## src/rtl/id_fwd_interlock_pkg.sv

```systemverilog
// Shared constants and types for the ID-stage operand path: stall bus
// encoding, branch/jump opcodes and the IF->ID payload.
package id_fwd_interlock_pkg;

    localparam int unsigned IF_TO_ID_WD = 33;
    localparam int unsigned STALL_W_DEF = 6;
    localparam int unsigned STALL_IF_ID = 1;
    localparam int unsigned STALL_ID_EX = 2;

    localparam logic STOP    = 1'b1;
    localparam logic NO_STOP = 1'b0;

    localparam logic [5:0] OP_SPECIAL = 6'b000000;
    localparam logic [5:0] OP_REGIMM  = 6'b000001;
    localparam logic [5:0] OP_J       = 6'b000010;
    localparam logic [5:0] OP_JAL     = 6'b000011;
    localparam logic [5:0] OP_BEQ     = 6'b000100;
    localparam logic [5:0] OP_BNE     = 6'b000101;
    localparam logic [5:0] OP_BLEZ    = 6'b000110;
    localparam logic [5:0] OP_BGTZ    = 6'b000111;
    localparam logic [5:0] OP_LUI     = 6'b001111;
    localparam logic [5:0] OP_SW      = 6'b101011;

    localparam logic [5:0] FN_SLL  = 6'b000000;
    localparam logic [5:0] FN_SRL  = 6'b000010;
    localparam logic [5:0] FN_SRA  = 6'b000011;
    localparam logic [5:0] FN_JR   = 6'b001000;
    localparam logic [5:0] FN_JALR = 6'b001001;

    localparam logic [4:0] RT_BLTZ = 5'b00000;
    localparam logic [4:0] RT_BGEZ = 5'b00001;

    typedef struct packed {
        logic        ce;
        logic [31:0] pc;
    } if_to_id_t;

    // PC-relative branch target: pc+4 plus the sign-extended word offset.
    function automatic logic [31:0] br_target(input logic [31:0] pc_plus4,
                                              input logic [15:0] imm);
        return pc_plus4 + {{14{imm[15]}}, imm, 2'b00};
    endfunction

endpackage

```

## src/rtl/id_fwd_interlock_fwd_mux.sv

```systemverilog
// Priority forwarding mux for one source operand.
// Ports: reg_addr (operand register), fwd_we/fwd_waddr/fwd_wdata/fwd_pending
// (per-source bypass, index 0 youngest), rf_rdata (regfile fallback),
// data_c (forwarded value), ready_c (0 when the winning source is pending).
module id_fwd_mux #(
    parameter int unsigned NUM_FWD = 3
) (
    input  logic [4:0]            reg_addr,
    input  logic [NUM_FWD-1:0]    fwd_we,
    input  logic [5*NUM_FWD-1:0]  fwd_waddr,
    input  logic [32*NUM_FWD-1:0] fwd_wdata,
    input  logic [NUM_FWD-1:0]    fwd_pending,
    input  logic [31:0]           rf_rdata,
    output logic [31:0]           data_c,
    output logic                  ready_c
);

    // First hit from the youngest end wins; older sources are shadowed.
    always_comb begin
        logic hit;
        hit     = 1'b0;
        data_c  = rf_rdata;
        ready_c = 1'b1;
        for (int i = 0; i < int'(NUM_FWD); i++) begin
            if (!hit && fwd_we[i] && (fwd_waddr[5*i +: 5] == reg_addr)) begin
                hit     = 1'b1;
                data_c  = fwd_wdata[32*i +: 32];
                ready_c = !fwd_pending[i];
            end
        end
        if (reg_addr == 5'd0) begin
            data_c  = 32'd0;
            ready_c = 1'b1;
        end
    end

endmodule

```

## src/rtl/id_fwd_interlock.sv

```systemverilog
// Decode-stage operand path: IF/ID register with instruction hold buffer,
// rs/rt forwarding, load-use interlock and branch/jump resolution in ID.
// Ports: clk/rst (sync active-high), stall bus, flush, if_to_id_bus {ce,pc},
// inst_sram_rdata, forwarding sources, regfile read port, decoded ID outputs,
// forwarded operands, stallreq, br_e/br_addr and a saturating interlock count.
module id_fwd_interlock
    import id_fwd_interlock_pkg::*;
#(
    parameter int unsigned NUM_FWD = 3,
    parameter int unsigned STALL_W = STALL_W_DEF,
    parameter int unsigned HOLD_EN = 1,
    parameter int unsigned CNT_W   = 16
) (
    input  logic                   clk,
    input  logic                   rst,
    input  logic [STALL_W-1:0]     stall,
    input  logic                   flush,
    input  logic [IF_TO_ID_WD-1:0] if_to_id_bus,
    input  logic [31:0]            inst_sram_rdata,
    input  logic [NUM_FWD-1:0]     fwd_we,
    input  logic [5*NUM_FWD-1:0]   fwd_waddr,
    input  logic [32*NUM_FWD-1:0]  fwd_wdata,
    input  logic [NUM_FWD-1:0]     fwd_pending,
    output logic [4:0]             rf_raddr1,
    output logic [4:0]             rf_raddr2,
    input  logic [31:0]            rf_rdata1,
    input  logic [31:0]            rf_rdata2,
    output logic                   id_valid,
    output logic [31:0]            id_pc,
    output logic [31:0]            id_inst,
    output logic [31:0]            src1_data,
    output logic [31:0]            src2_data,
    output logic                   stallreq,
    output logic                   br_e,
    output logic [31:0]            br_addr,
    output logic [CNT_W-1:0]       interlock_cnt
);

    if_to_id_t   id_reg;
    logic        hold_vld;
    logic [31:0] inst_hold;
    logic        stop_if, bubble, load;
    logic [4:0]  rs, rt;
    logic [5:0]  op, fn;
    logic [31:0] rs_data, rt_data, pc_plus4, target;
    logic        rs_ready, rt_ready, rs_used, rt_used, taken;
    logic        stall_unused;

    assign stall_unused = ^{stall[STALL_W-1:STALL_ID_EX+1], stall[0]};

    assign stop_if = (stall[STALL_IF_ID] == STOP);
    assign bubble  = stop_if && (stall[STALL_ID_EX] == NO_STOP);
    assign load    = !stop_if;

    // IF/ID pipeline register; flush outranks any stall combination.
    always_ff @(posedge clk) begin
        if (rst) begin
            id_reg <= '0;
        end else if (flush || bubble) begin
            id_reg.ce <= 1'b0;
        end else if (load) begin
            id_reg <= if_to_id_t'(if_to_id_bus);
        end
    end

    // Instruction SRAM data is only valid the cycle after the fetch, so the
    // word is latched on the first stalled cycle and replayed until release.
    if (HOLD_EN != 0) begin : g_hold
        always_ff @(posedge clk) begin
            if (rst) begin
                hold_vld  <= 1'b0;
                inst_hold <= 32'd0;
            end else if (flush || bubble || load) begin
                hold_vld <= 1'b0;
            end else if (!hold_vld) begin
                hold_vld  <= 1'b1;
                inst_hold <= inst_sram_rdata;
            end
        end
    end else begin : g_no_hold
        assign hold_vld  = 1'b0;
        assign inst_hold = 32'd0;
    end

    assign id_valid = id_reg.ce;
    assign id_pc    = id_valid ? id_reg.pc : 32'd0;
    assign id_inst  = id_valid ? (hold_vld ? inst_hold : inst_sram_rdata) : 32'd0;

    assign op        = id_inst[31:26];
    assign fn        = id_inst[5:0];
    assign rs        = id_inst[25:21];
    assign rt        = id_inst[20:16];
    assign rf_raddr1 = rs;
    assign rf_raddr2 = rt;
    assign pc_plus4  = id_pc + 32'd4;

    id_fwd_mux #(.NUM_FWD(NUM_FWD)) u_fwd_rs (
        .reg_addr    (rs),
        .fwd_we      (fwd_we),
        .fwd_waddr   (fwd_waddr),
        .fwd_wdata   (fwd_wdata),
        .fwd_pending (fwd_pending),
        .rf_rdata    (rf_rdata1),
        .data_c      (rs_data),
        .ready_c     (rs_ready)
    );

    id_fwd_mux #(.NUM_FWD(NUM_FWD)) u_fwd_rt (
        .reg_addr    (rt),
        .fwd_we      (fwd_we),
        .fwd_waddr   (fwd_waddr),
        .fwd_wdata   (fwd_wdata),
        .fwd_pending (fwd_pending),
        .rf_rdata    (rf_rdata2),
        .data_c      (rt_data),
        .ready_c     (rt_ready)
    );

    // Operand usage and branch/jump decision.
    always_comb begin
        rs_used = 1'b1;
        rt_used = 1'b0;
        taken   = 1'b0;
        target  = br_target(pc_plus4, id_inst[15:0]);
        case (op)
            OP_SPECIAL: begin
                rt_used = 1'b1;
                if (fn == FN_SLL || fn == FN_SRL || fn == FN_SRA) begin
                    rs_used = 1'b0;
                end
                if (fn == FN_JR || fn == FN_JALR) begin
                    rt_used = 1'b0;
                    taken   = 1'b1;
                    target  = rs_data;
                end
            end
            OP_REGIMM: begin
                if (rt == RT_BGEZ)      taken = !rs_data[31];
                else if (rt == RT_BLTZ) taken = rs_data[31];
            end
            OP_BEQ: begin
                rt_used = 1'b1;
                taken   = (rs_data == rt_data);
            end
            OP_BNE: begin
                rt_used = 1'b1;
                taken   = (rs_data != rt_data);
            end
            OP_BGTZ: taken = !rs_data[31] && (rs_data != 32'd0);
            OP_BLEZ: taken = rs_data[31] || (rs_data == 32'd0);
            OP_J, OP_JAL: begin
                rs_used = 1'b0;
                taken   = 1'b1;
                target  = {pc_plus4[31:28], id_inst[25:0], 2'b00};
            end
            OP_LUI: rs_used = 1'b0;
            OP_SW:  rt_used = 1'b1;
            default: ;
        endcase
    end

    assign stallreq  = id_valid && ((rs_used && !rs_ready) || (rt_used && !rt_ready));
    assign src1_data = id_valid ? rs_data : 32'd0;
    assign src2_data = id_valid ? rt_data : 32'd0;
    assign br_e      = id_valid && !stallreq && !flush && taken;
    assign br_addr   = br_e ? target : 32'd0;

    // Saturating interlock-cycle counter.
    always_ff @(posedge clk) begin
        if (rst) begin
            interlock_cnt <= '0;
        end else if (stallreq && (interlock_cnt != {CNT_W{1'b1}})) begin
            interlock_cnt <= interlock_cnt + CNT_W'(1);
        end
    end

endmodule
```

## config.mk

```make
export PLATFORM = sky130hd
export DESIGN_NAME = id_fwd_interlock
export DESIGN_NICKNAME = d
export VERILOG_FILES = /design/src/rtl/id_fwd_interlock_pkg.sv /design/src/rtl/id_fwd_interlock_fwd_mux.sv /design/src/rtl/id_fwd_interlock.sv
export SDC_FILE = /design/constraint.sdc
export NUM_CORES = 1
export LEC_CHECK = 0
export CAP_MARGIN = 20
export CELL_PAD_IN_SITES_DETAIL_PLACEMENT = 0
export CELL_PAD_IN_SITES_GLOBAL_PLACEMENT = 2
export CORE_MARGIN = 1
export CORE_UTILIZATION = 23
export CTS_BUF_LIST = sky130_fd_sc_hd__clkbuf_16
export DETAILED_ROUTE_END_ITERATION = 7
export GPL_ROUTABILITY_DRIVEN = 0
export GPL_TIMING_DRIVEN = 0
export PLACE_DENSITY = 0.9
export SETUP_SLACK_MARGIN = 0.02
export SYNTH_ARGS = -nofsm -noshare
export SYNTH_HDL_FRONTEND = slang
export SYNTH_SLANG_ARGS = --single-unit
```

## constraint.sdc

```tcl
create_clock -name clk -period 9.8 [get_ports clk]
set_input_delay 2.94 -clock clk [delete_from_list [all_inputs] [get_ports clk]]
set_output_delay 2.94 -clock clk [all_outputs]
set_load 0.01 [all_outputs]
```

---- Yosys cells after proc, flatten, opt, wreduce, memory -nomap -nowiden ----
Cells that the tools add are included.
storage, ports and cells
  register bits ........................... 82
  word-level logic and storage cells ...... 121
operators by class
  bitwise logic cells ..................... 3
  eq/ne operators ......................... 23
  add/sub/neg operators ................... 3
  mux-type cells .......................... 37
  reduce and logical (&&, ||, !) cells .... 50
operator list
  cell                                                             number
  32-bit two-way mux                                               15
  32-bit one-hot mux with 2 select lines                           1
  32-bit by 3-bit adder with 32-bit output, second input constant  1
  32-bit adder                                                     1
  32-bit == test                                                   1
  32-bit zero test                                                 1
  32-bit != test                                                   1
  32-bit nonzero test                                              1
  5-bit == test                                                    6
  6-bit by 2-bit == test with 1-bit output, second input constant  4
  6-bit by 3-bit == test with 1-bit output, second input constant  4
  1-bit logical AND                                                19
  6-bit by 4-bit == test with 1-bit output, second input constant  3
  1-bit two-way mux                                                18
  16-bit by 1-bit adder with 16-bit output, second input constant  1
  16-bit != test, second input constant                            1
  1-bit zero test                                                  13
  6-bit zero test                                                  2
  5-bit zero test                                                  2
  1-bit logical OR                                                 7
  1-bit one-hot mux with 7 select lines                            1
  6-bit by 1-bit == test with 1-bit output, second input constant  1
  6-bit == test, second input constant                             1
  3-bit OR reduction                                               2
  5 further kinds                                                  9

---- Logic depth before layout (Yosys ltp) ----
Gate-level depths: netlist of the first run.
  depth in word-level cells ............... 23
  mapped depth ............................ 30
  mapped depth without buffers ............ 24

---- Modules after synthesis ----
From an unflattened synthesis of the first run, not the netlist that was laid out.
second synthesis, totals
  cell total of the unflattened synthesis .. 1471
  area, all modules ....................... 10605.2 um^2
by module, submodules not included
  module            area each (um^2)  seq. area each (um^2)  cells an instance  times used
  id_fwd_interlock  7722.4            1641.6                 1103               1
  id_fwd_mux        1441.4            0.0                    184                2

---- Worst setup path before layout of the first run ----
Ideal clock, no wire load.
  path kind ............................... input-to-output
  start ................................... input port inst_sram_rdata[18]
  end ..................................... output port br_e
  slack ................................... 0.357 ns
  path buffers ............................ 2
  data required time ...................... 6.860 ns
  data arrival time ....................... 6.503 ns
  stages on the path ...................... 14
  path through ............................ mux2_2 > and3_1 > o22a_1 > buf_2 > nand3_1 > nor4_1 > a2111oi_1 > xor2_1 > or4b_1 > and4bb_1 > a31oi_1 > o31ai_4 > buf_6 > nand2_1
on the way
  word-level cells in the longest chain between the ends .. 22
  elaborated cells between the ends (all ways) .. 37
  those cells by class .................... eq/ne (6); mux (15); reduce/logical (16)
ends and longest elaborated chain
  what                                                         line                     RTL
  from (decl)                                                  id_fwd_interlock.sv:19   input logic [31:0] inst_sram_rdata,
  32-bit two-way mux *                                         --
  32-bit two-way mux *                                         id_fwd_interlock.sv:87   assign id_inst = id_valid ? (hold_vld ? inst_hold : inst_sram_rdata) : 32'd0;
  branches (longest 19 deep; another with 32-bit two-way mux)  --
  1-bit logical AND *                                          id_fwd_interlock.sv:165  assign br_e = id_valid && !stallreq && !flush && taken;
  to (decl)                                                    id_fwd_interlock.sv:34   output logic br_e,
Mark *: on every way between the ends.

---- Worst setup path after layout of the first run ----
  start ................................... input port inst_sram_rdata[23]
  end ..................................... output port br_addr[26]
on the way
  word-level cells in the longest chain between the ends .. 23
  elaborated cells between the ends (all ways) .. 44
  those cells by class .................... eq/ne (5); mux (18); reduce/logical (21)
ends and longest elaborated chain
  what                                                         line                     RTL
  32-bit two-way mux *                                         --
  32-bit two-way mux *                                         id_fwd_interlock.sv:87
  branches (longest 20 deep; another with 32-bit two-way mux)  --
  32-bit two-way mux *                                         id_fwd_interlock.sv:166  assign br_addr = br_e ? target : 32'd0;
  to (decl)                                                    id_fwd_interlock.sv:35   output logic [31:0] br_addr,
Marks and branches as above.

==> results of run 1 <==
-- synth_stat cells, drive strengths merged (29+ instances only) --
cell type / n / area, um^2
inv: 84 / 315
nand2: 157 / 589
a21oi: 143 / 825
buf: 64 / 400
xor2: 49 / 429
xnor2: 50 / 438
and2: 29 / 181
nand4: 63 / 407
dfxtp: 82 / 1640
clkbuf: 63 / 239
mux2i: 41 / 427
a31oi: 30 / 200
nor2: 122 / 460
nand3: 50 / 260
nor3: 52 / 287
ha: 31 / 388
o21ai: 48 / 240
-- power groups by stage --
stage	logic [uW]	clock network, uW	registers (uW)
final	502	375	355
after global routing	522	394	356
after CTS	479	385	355
after detailed placement	409	0	362
after global placement	408	0	361
after floorplan	169	0	359
-- worst reg2reg max path, cell delays in order, from the launching register on --
cell	delay, ps
dfxtp_1	430
buf_6	230
buf_12	200
mux2i_4	350
nor2_4	80
xor2_2	190
or4_4	590
buf_8	180
buf_4	190
buf_6	170
a31oi_1	370
a32oi_2	190
buf_4	200
nor4_1	510
nor2b_1	310
nand3_1	130
xor2_1	160
nor2_1	50
-- stage by stage --
stage	std cells	power, uW	TNS [ps]
after floorplan	1544	528	0
after global placement	2589	769	-89850
after detailed placement	2591	771	-85000
after CTS	2686	1220	-5720
after global routing	2704	1270	-10650
final	2706	1230	-8530
-- layer usage --
layer | part of all wire | vias to the layer above | routed length, um
met2 | 0.47 | 847 | 33100
met4 | 0.054 | 4 | 3830
met1 | 0.40 | 7086 | 28100
met3 | 0.084 | 219 | 5970
li1 | - | 6800 | -
met5 | 0.00034 | - | 24
-- worst paths after layout --
path / startpoint / to / slack [ps] / cells past startpoint
worst max register to register: hold_vld / interlock_cnt[13] / 5150 / 17
worst min register to register: id_reg[0] / id_reg[0] / 460 / 2
worst max-delay path: inst_sram_rdata[23] / br_addr[26] / -280 / 18
worst min-delay path: id_reg[0] / id_reg[0] / 460 / 2
-- cell families (layout without fill, tap and decap cells) --
family                   Yosys count  count (layout)  share of synthesized area
AO/OA/AOI/OAI                    449             449                      0.290
XOR/XNOR                          99              99                     0.0801
adder cells (fa/ha/maj)           32              32                     0.0377
buffers and inverters            211             763                     0.0882
flip-flops                        82              82                      0.152
multiplexers                      60              60                     0.0599
other                              0               3                          0
AND/OR/NAND/NOR                  611             611                      0.293
-- cell type report --
| cell class | count | area share |
|---|---|---|
| buffer | 121 | 0.0470 |
| clock inverter | 7 | 0.00469 |
| tap | 607 | 0.0407 |
| inverter | 84 | 0.0169 |
| sequential | 82 | 0.0880 |
| multi-input combinational | 1251 | 0.510 |
| clock buffer | 9 | 0.0121 |
| antenna | 3 | 0.000402 |
| timing repair buffer | 542 | 0.281 |
-- what timing repair did --
action                                 CTS  global route
pin swaps                               77            38
endpoints found under the hold margin    0             0
setup endpoints to repair               55            33
setup buffers                           78            20
resized for setup                      476            61
gates cloned                             5             2
==> impl_results.md, run 1 <==
- Number of buffers added on ports: 438
- H-Tree Depth: 3
- Die footprint: 47900 um^2
- Hold Fails Final Rpt: 0
- Synth Warn #: 0
- Met2 Use GR: 0.488
- RSZ-0062 raised after global routing: yes
- Crit-path cells: buf_8 -> mux2_4 -> or3_4 -> a32o_2 -> buf_4 -> buf_4 -> nor3_2 -> a31oi_4 -> a22o_4 -> xor2_1 -> or4b_4 -> and4bb_4 -> and4b_1 -> o31ai_4 -> buf_12 -> buf_12 -> a21oi_4 -> buf_6
- Initial antenna violation count: 6
- Slew headroom: 0.448
- Worst-margin pin slew: 805 ps
- GR peak layer: met2
- Sequential area share after synthesis: 0.152
- Final hold slack: 458 ps
- Setup crit start kind: input pin
- Most common cell after layout, fill and taps aside: clkdlybuf4s50_1
- Die height: 219 um
- Via density per instance: 5.53
- Core area: 46500 um^2
- Internal power: 784 uW
- CTS Hold Bufs: 0
- Post-place instance area: 16000 um^2
- DP HPWL: 56400 um
- Fin util: 0.402
- First-pass GRT wire length: 98500 um
- Final Cycle Share: 1.03
- # rows: 79
- Post-layout min period: 10080 ps
- FFs w/ async S/R, synth: 0
- TritonCTS clock tree: done
- Clock network power share: 0.305
- P_leak: 0.00707 uW
- Clk_skew: 6.66 ps
- DRC Markers: 0
- Peak supply drop: 89.3 uV
- Non-Filler Cell Area, Final: 18700 um^2
- Distinct cells, synth: 90
- Largest net degree at the start of global routing: 18
- FF+latch count, synth: 82
- Final setup margin: -283 ps
- Status: finished, violations left
- Syn_area_per_cell: 7.01 um^2
- Critical path buffer and inverter count: 6
- CTS root buffer: clkbuf_16
- Worst-Skew Late Latency: 380 ps
- HP Class: flop to flop
- Syn_nets: 1831
- Detailed Route Iter0 Violations: 1650
- Per-cell routed wire length: 26.3 um
- Critical path class: input pin to primary output
- Crit-path max FO: 5
- Vias: 14956
- Most used DFF post-synth: dfxtp_1
- Footprint of the multi-input gates: 9510 um^2
- Seq pwr share: 0.288
- Vias in the first global route: 14570
- Failing checks: setup timing
- Initial core utilization: 0.233
- Post-Syn Area: 10800 um^2
- Worst path arrival time: 7140 ps
- Clk slew on worst S/H paths: 60 ps
- Setup WS pre-CTS: -2520 ps
- CP peak stage delay: 580 ps
- Clock sink total: 82
- Critical path endpoint category: primary output
- Routed Antenna Nets: 0
- Commonest non-fill, non-tap cells in the layout: clkdlybuf4s50_1, nand2_1, buf_4
- GRT Resource Usage Total: 0.283
- Critical path data required time: 6860 ps
- Layout cells sized above 1: 0.215
- Cts bufs inserted: 9
- FILL cells: 4798
- EDFF count, synth: 0
- MaxCap Viol Count: 0
- Sw Pwr: 449 uW
- Setup violators final: 33
- 1st-pass router iterations: 7
- Max Clk Rate: 0.0992 GHz
- Largest buffer count on any clock path: 2
- Combinational share of power: 0.407
- Number of top-level pins: 444
- Overflow after GRT: 0
- Final wirelength: 71100 um
- Crit-path slowest cell: or4b_4
- Switching share of power: 0.364
- Die width: 219 um
- Met3 Track Usage GR: 0.0539
- Post-Syn Instances: 1544
- Syn-to-layout area delta: 72.5%
- PwrDens: 66.0 nW/um^2
- Total Nets Final: 2378
- Met1 usage: 0.335
- Crit-path leading delay family: simple AND/OR/NAND/NOR gates
- Storage cell area: 1640 um^2
- Fin. max-slew vios: 0
(Power assumes the default switching activity.)
==> run 2, diff against run 1 <==
--- a/config.mk
+++ b/config.mk
@@ -12,7 +12,6 @@
 export CORE_UTILIZATION = 23
 export CTS_BUF_LIST = sky130_fd_sc_hd__clkbuf_16
 export DETAILED_ROUTE_END_ITERATION = 7
-export GPL_ROUTABILITY_DRIVEN = 0
 export GPL_TIMING_DRIVEN = 0
 export PLACE_DENSITY = 0.9
 export SETUP_SLACK_MARGIN = 0.02
==> run 2 against run 1 <==
The flow still finishes with violations (setup timing). First-iteration DRC count down 30%. Largest power group unchanged. Die area unchanged. Clock power shrank 3%. Utilization increased by 0.14 points. Largest cell class unchanged. Routed wire length grew 0.30%. Register-to-register slack improved by 160 ps. Sequential power about the same.
==> impl_results.md, run 2 (synthesis gave the netlist of run 1 again) <==
- Status: finished, violations left
- Failing checks: setup timing
- Commonest non-fill, non-tap cells in the layout: clkdlybuf4s50_1, nand2_1, nor2_1
- DRC Markers: 0 (unchanged)
- Crit-path cells: buf_8 -> mux2_4 -> or3_1 -> a32o_2 -> or2_1 -> buf_6 -> buf_12 -> buf_12 -> a31oi_4 -> buf_6 -> a22oi_2 -> xnor2_1 -> nand4_1 -> nor4_4 -> buf_4 -> and4b_1 -> o31ai_4 -> buf_12 -> buf_12 -> a21oi_4 -> buf_6
- Hold Fails Final Rpt: 0 (unchanged)
- Final hold slack: 452 ps (-6.17 ps)
- Per-cell routed wire length: 26.3 um (+0.11%)
- Setup violators final: 33 (unchanged)
- Setup crit start kind: input pin
- Critical path endpoint category: primary output
- Largest buffer count on any clock path: 2 (unchanged)
- Number of top-level pins: 444 (unchanged)
- Post-Place Cells: 2590 (-0.039%)
- Largest net degree at the start of global routing: 16 (-2)
- Clk slew on worst S/H paths: 60 ps (about the same)
- R2R Path End: interlock_cnt[15]
- Most used cell, CP: buf_12
- Via density per instance: 5.52 (-0.19%)
- CP peak stage delay: 370 ps (-210 ps)
- Worst-margin pin slew: 784 ps (-21.1 ps)
- First-pass GRT wire length: 98600 um (+0.13%)
- Overflow after GRT: 0 (unchanged)
- Post-layout min period: 10060 ps (-25.5 ps)
- Clock sink total: 82 (unchanged)
- Reg2reg setup slack: 5310 ps (+160 ps)
- RSZ-0062 raised after global routing: yes
- Reg2reg path depth: 17 (unchanged)
- Die height: 219 um (unchanged)
- DP HPWL: 57500 um (+2.0%)
- Worst r2r src: hold_vld
- RD Place Congestion: 0.976
- Crit-path slowest cell: or3_1
- Tot Pwr: 1220 uW (-1.1%)
- Clk_skew: 7.71 ps (+1.05 ps)
- Worst hold path depth: 2 (unchanged)
- Initial core utilization: 0.233 (unchanged)
- Routed Antenna Nets: 0 (unchanged)
- Critical path data required time: 6860 ps (about the same)
- Vias in the first global route: 14578 (+0.055%)
- Slew headroom: 0.462 (+0.0145)
- FILL cells: 4873 (+1.6%)
- Core area: 46500 um^2 (unchanged)
- Finished Layout Cells: 2711 (+0.18%)
- Total Nets Final: 2381 (+0.13%)
- Number of buffers added on ports: 438 (unchanged)
- P_leak: 0.00714 uW (+1.1%)
- Crit-path max FO: 6 (+1)
- Final setup margin: -257 ps (+25.5 ps)
- H-Tree Depth: 3 (unchanged)
- 1st-pass router iterations: 6 (-1)
- Hold EP: id_reg[0]
- CTS root buffer: clkbuf_16
- Fin. max-slew vios: 0 (unchanged)
- Critical path class: input pin to primary output
- Hold path startpoint: id_reg[0]
- Initial antenna violation count: 9 (+3)
- Final wirelength: 71300 um (+0.30%)
- Die footprint: 47900 um^2 (unchanged)
- Most common cell after layout, fill and taps aside: clkdlybuf4s50_1
- Syn-to-layout area delta: 73.1%
- TritonCTS clock tree: done
- Setup tns final: -6300 ps (+2230 ps)
- GRT Resource Usage Total: 0.284 (+0.000971)
- Peak supply drop: 81.8 uV (-8.4%)
- CTS Hold Bufs: 0 (unchanged)
- Die width: 219 um (unchanged)
- MaxCap Viol Count: 0 (unchanged)
- # rows: 79 (unchanged)
- Worst-Skew Late Latency: 370 ps (about the same)
- Cts bufs inserted: 9 (unchanged)
- Final Cycle Share: 1.03 (-0.00261)
- Footprint of the multi-input gates: 9570 um^2 (+0.61%)
- Vias: 14955 (-0.0067%)
- Storage cell area: 1640 um^2 (unchanged)
- HP Class: flop to flop
- PwrDens: 65.0 nW/um^2 (-1.5%)
- Detailed Route Iter0 Violations: 1160 (-30%)
- Worst path arrival time: 7120 ps (-20 ps)
- Max Clk Rate: 0.0994 GHz (+0.25%)
- Layout cells sized above 1: 0.218 (+0.00303)
## run 2: worst max path at each step
stage	startpoint	end	slack, ps	cells past startpoint
detailed placement	inst_sram_rdata[20]	br_addr[26]	-2550	17
CTS	inst_sram_rdata[19]	br_addr[14]	-310	16
finish	inst_sram_rdata[23]	br_addr[27]	-260	21
floorplan	inst_sram_rdata[18]	br_e	360	14
global placement	inst_sram_rdata[20]	br_addr[23]	-2560	17
global route	inst_sram_rdata[23]	br_addr[10]	-330	21
## run 2: layer usage
layer	global-route usage	up-vias	share of wire
met4	0.132	6	0.052
met5	0	-	0.00065
met3	0.0529	170	0.077
li1	-	6812	-
met2	0.487	751	0.47
met1	0.339	7216	0.40
## run 2: timing repair
action                                  4_1_cts  5_1_grt
endpoints found under the setup margin       60       33
cloned                                        2        3
resized for setup                           383      183
setup buffers                                67       36
pin swaps                                    57       64
## run 2: area by class of cell
| class | instances | share of cell area |
|---|---|---|
| Multi-Input combinational cell | 1251 | 0.511 |
| Timing Repair Buffer | 544 | 0.279 |
| Sequential cell | 82 | 0.0877 |
| Buffer | 122 | 0.0480 |
| Tap cell | 607 | 0.0406 |
| Inverter | 84 | 0.0168 |
| Clock buffer | 9 | 0.0120 |
| Clock inverter | 7 | 0.00408 |
| Antenna cell | 5 | 0.000668 |
## run 2: power breakdown
group	switching, uW	internal, uW
clock	163	200
combinational	267	233
sequential	10.2	345
total	440	778
## run 2: critical path, delay by kind of cell
family          cells  cell delay, ps
compound gates      5             950
simple gates        5            1450
mux                 1             270
xor+xnor            1             190
buf+inv             9            1260
## run 2: stage by stage
stage	setup slack [ps]	instance area, um^2	util
after floorplan	357	10800	-
after global placement	-2560	16000	0.344
after detailed placement	-2550	16000	0.344
after CTS	-310	17900	0.386
after global routing	-330	18700	0.403
final	-257	18700	0.403
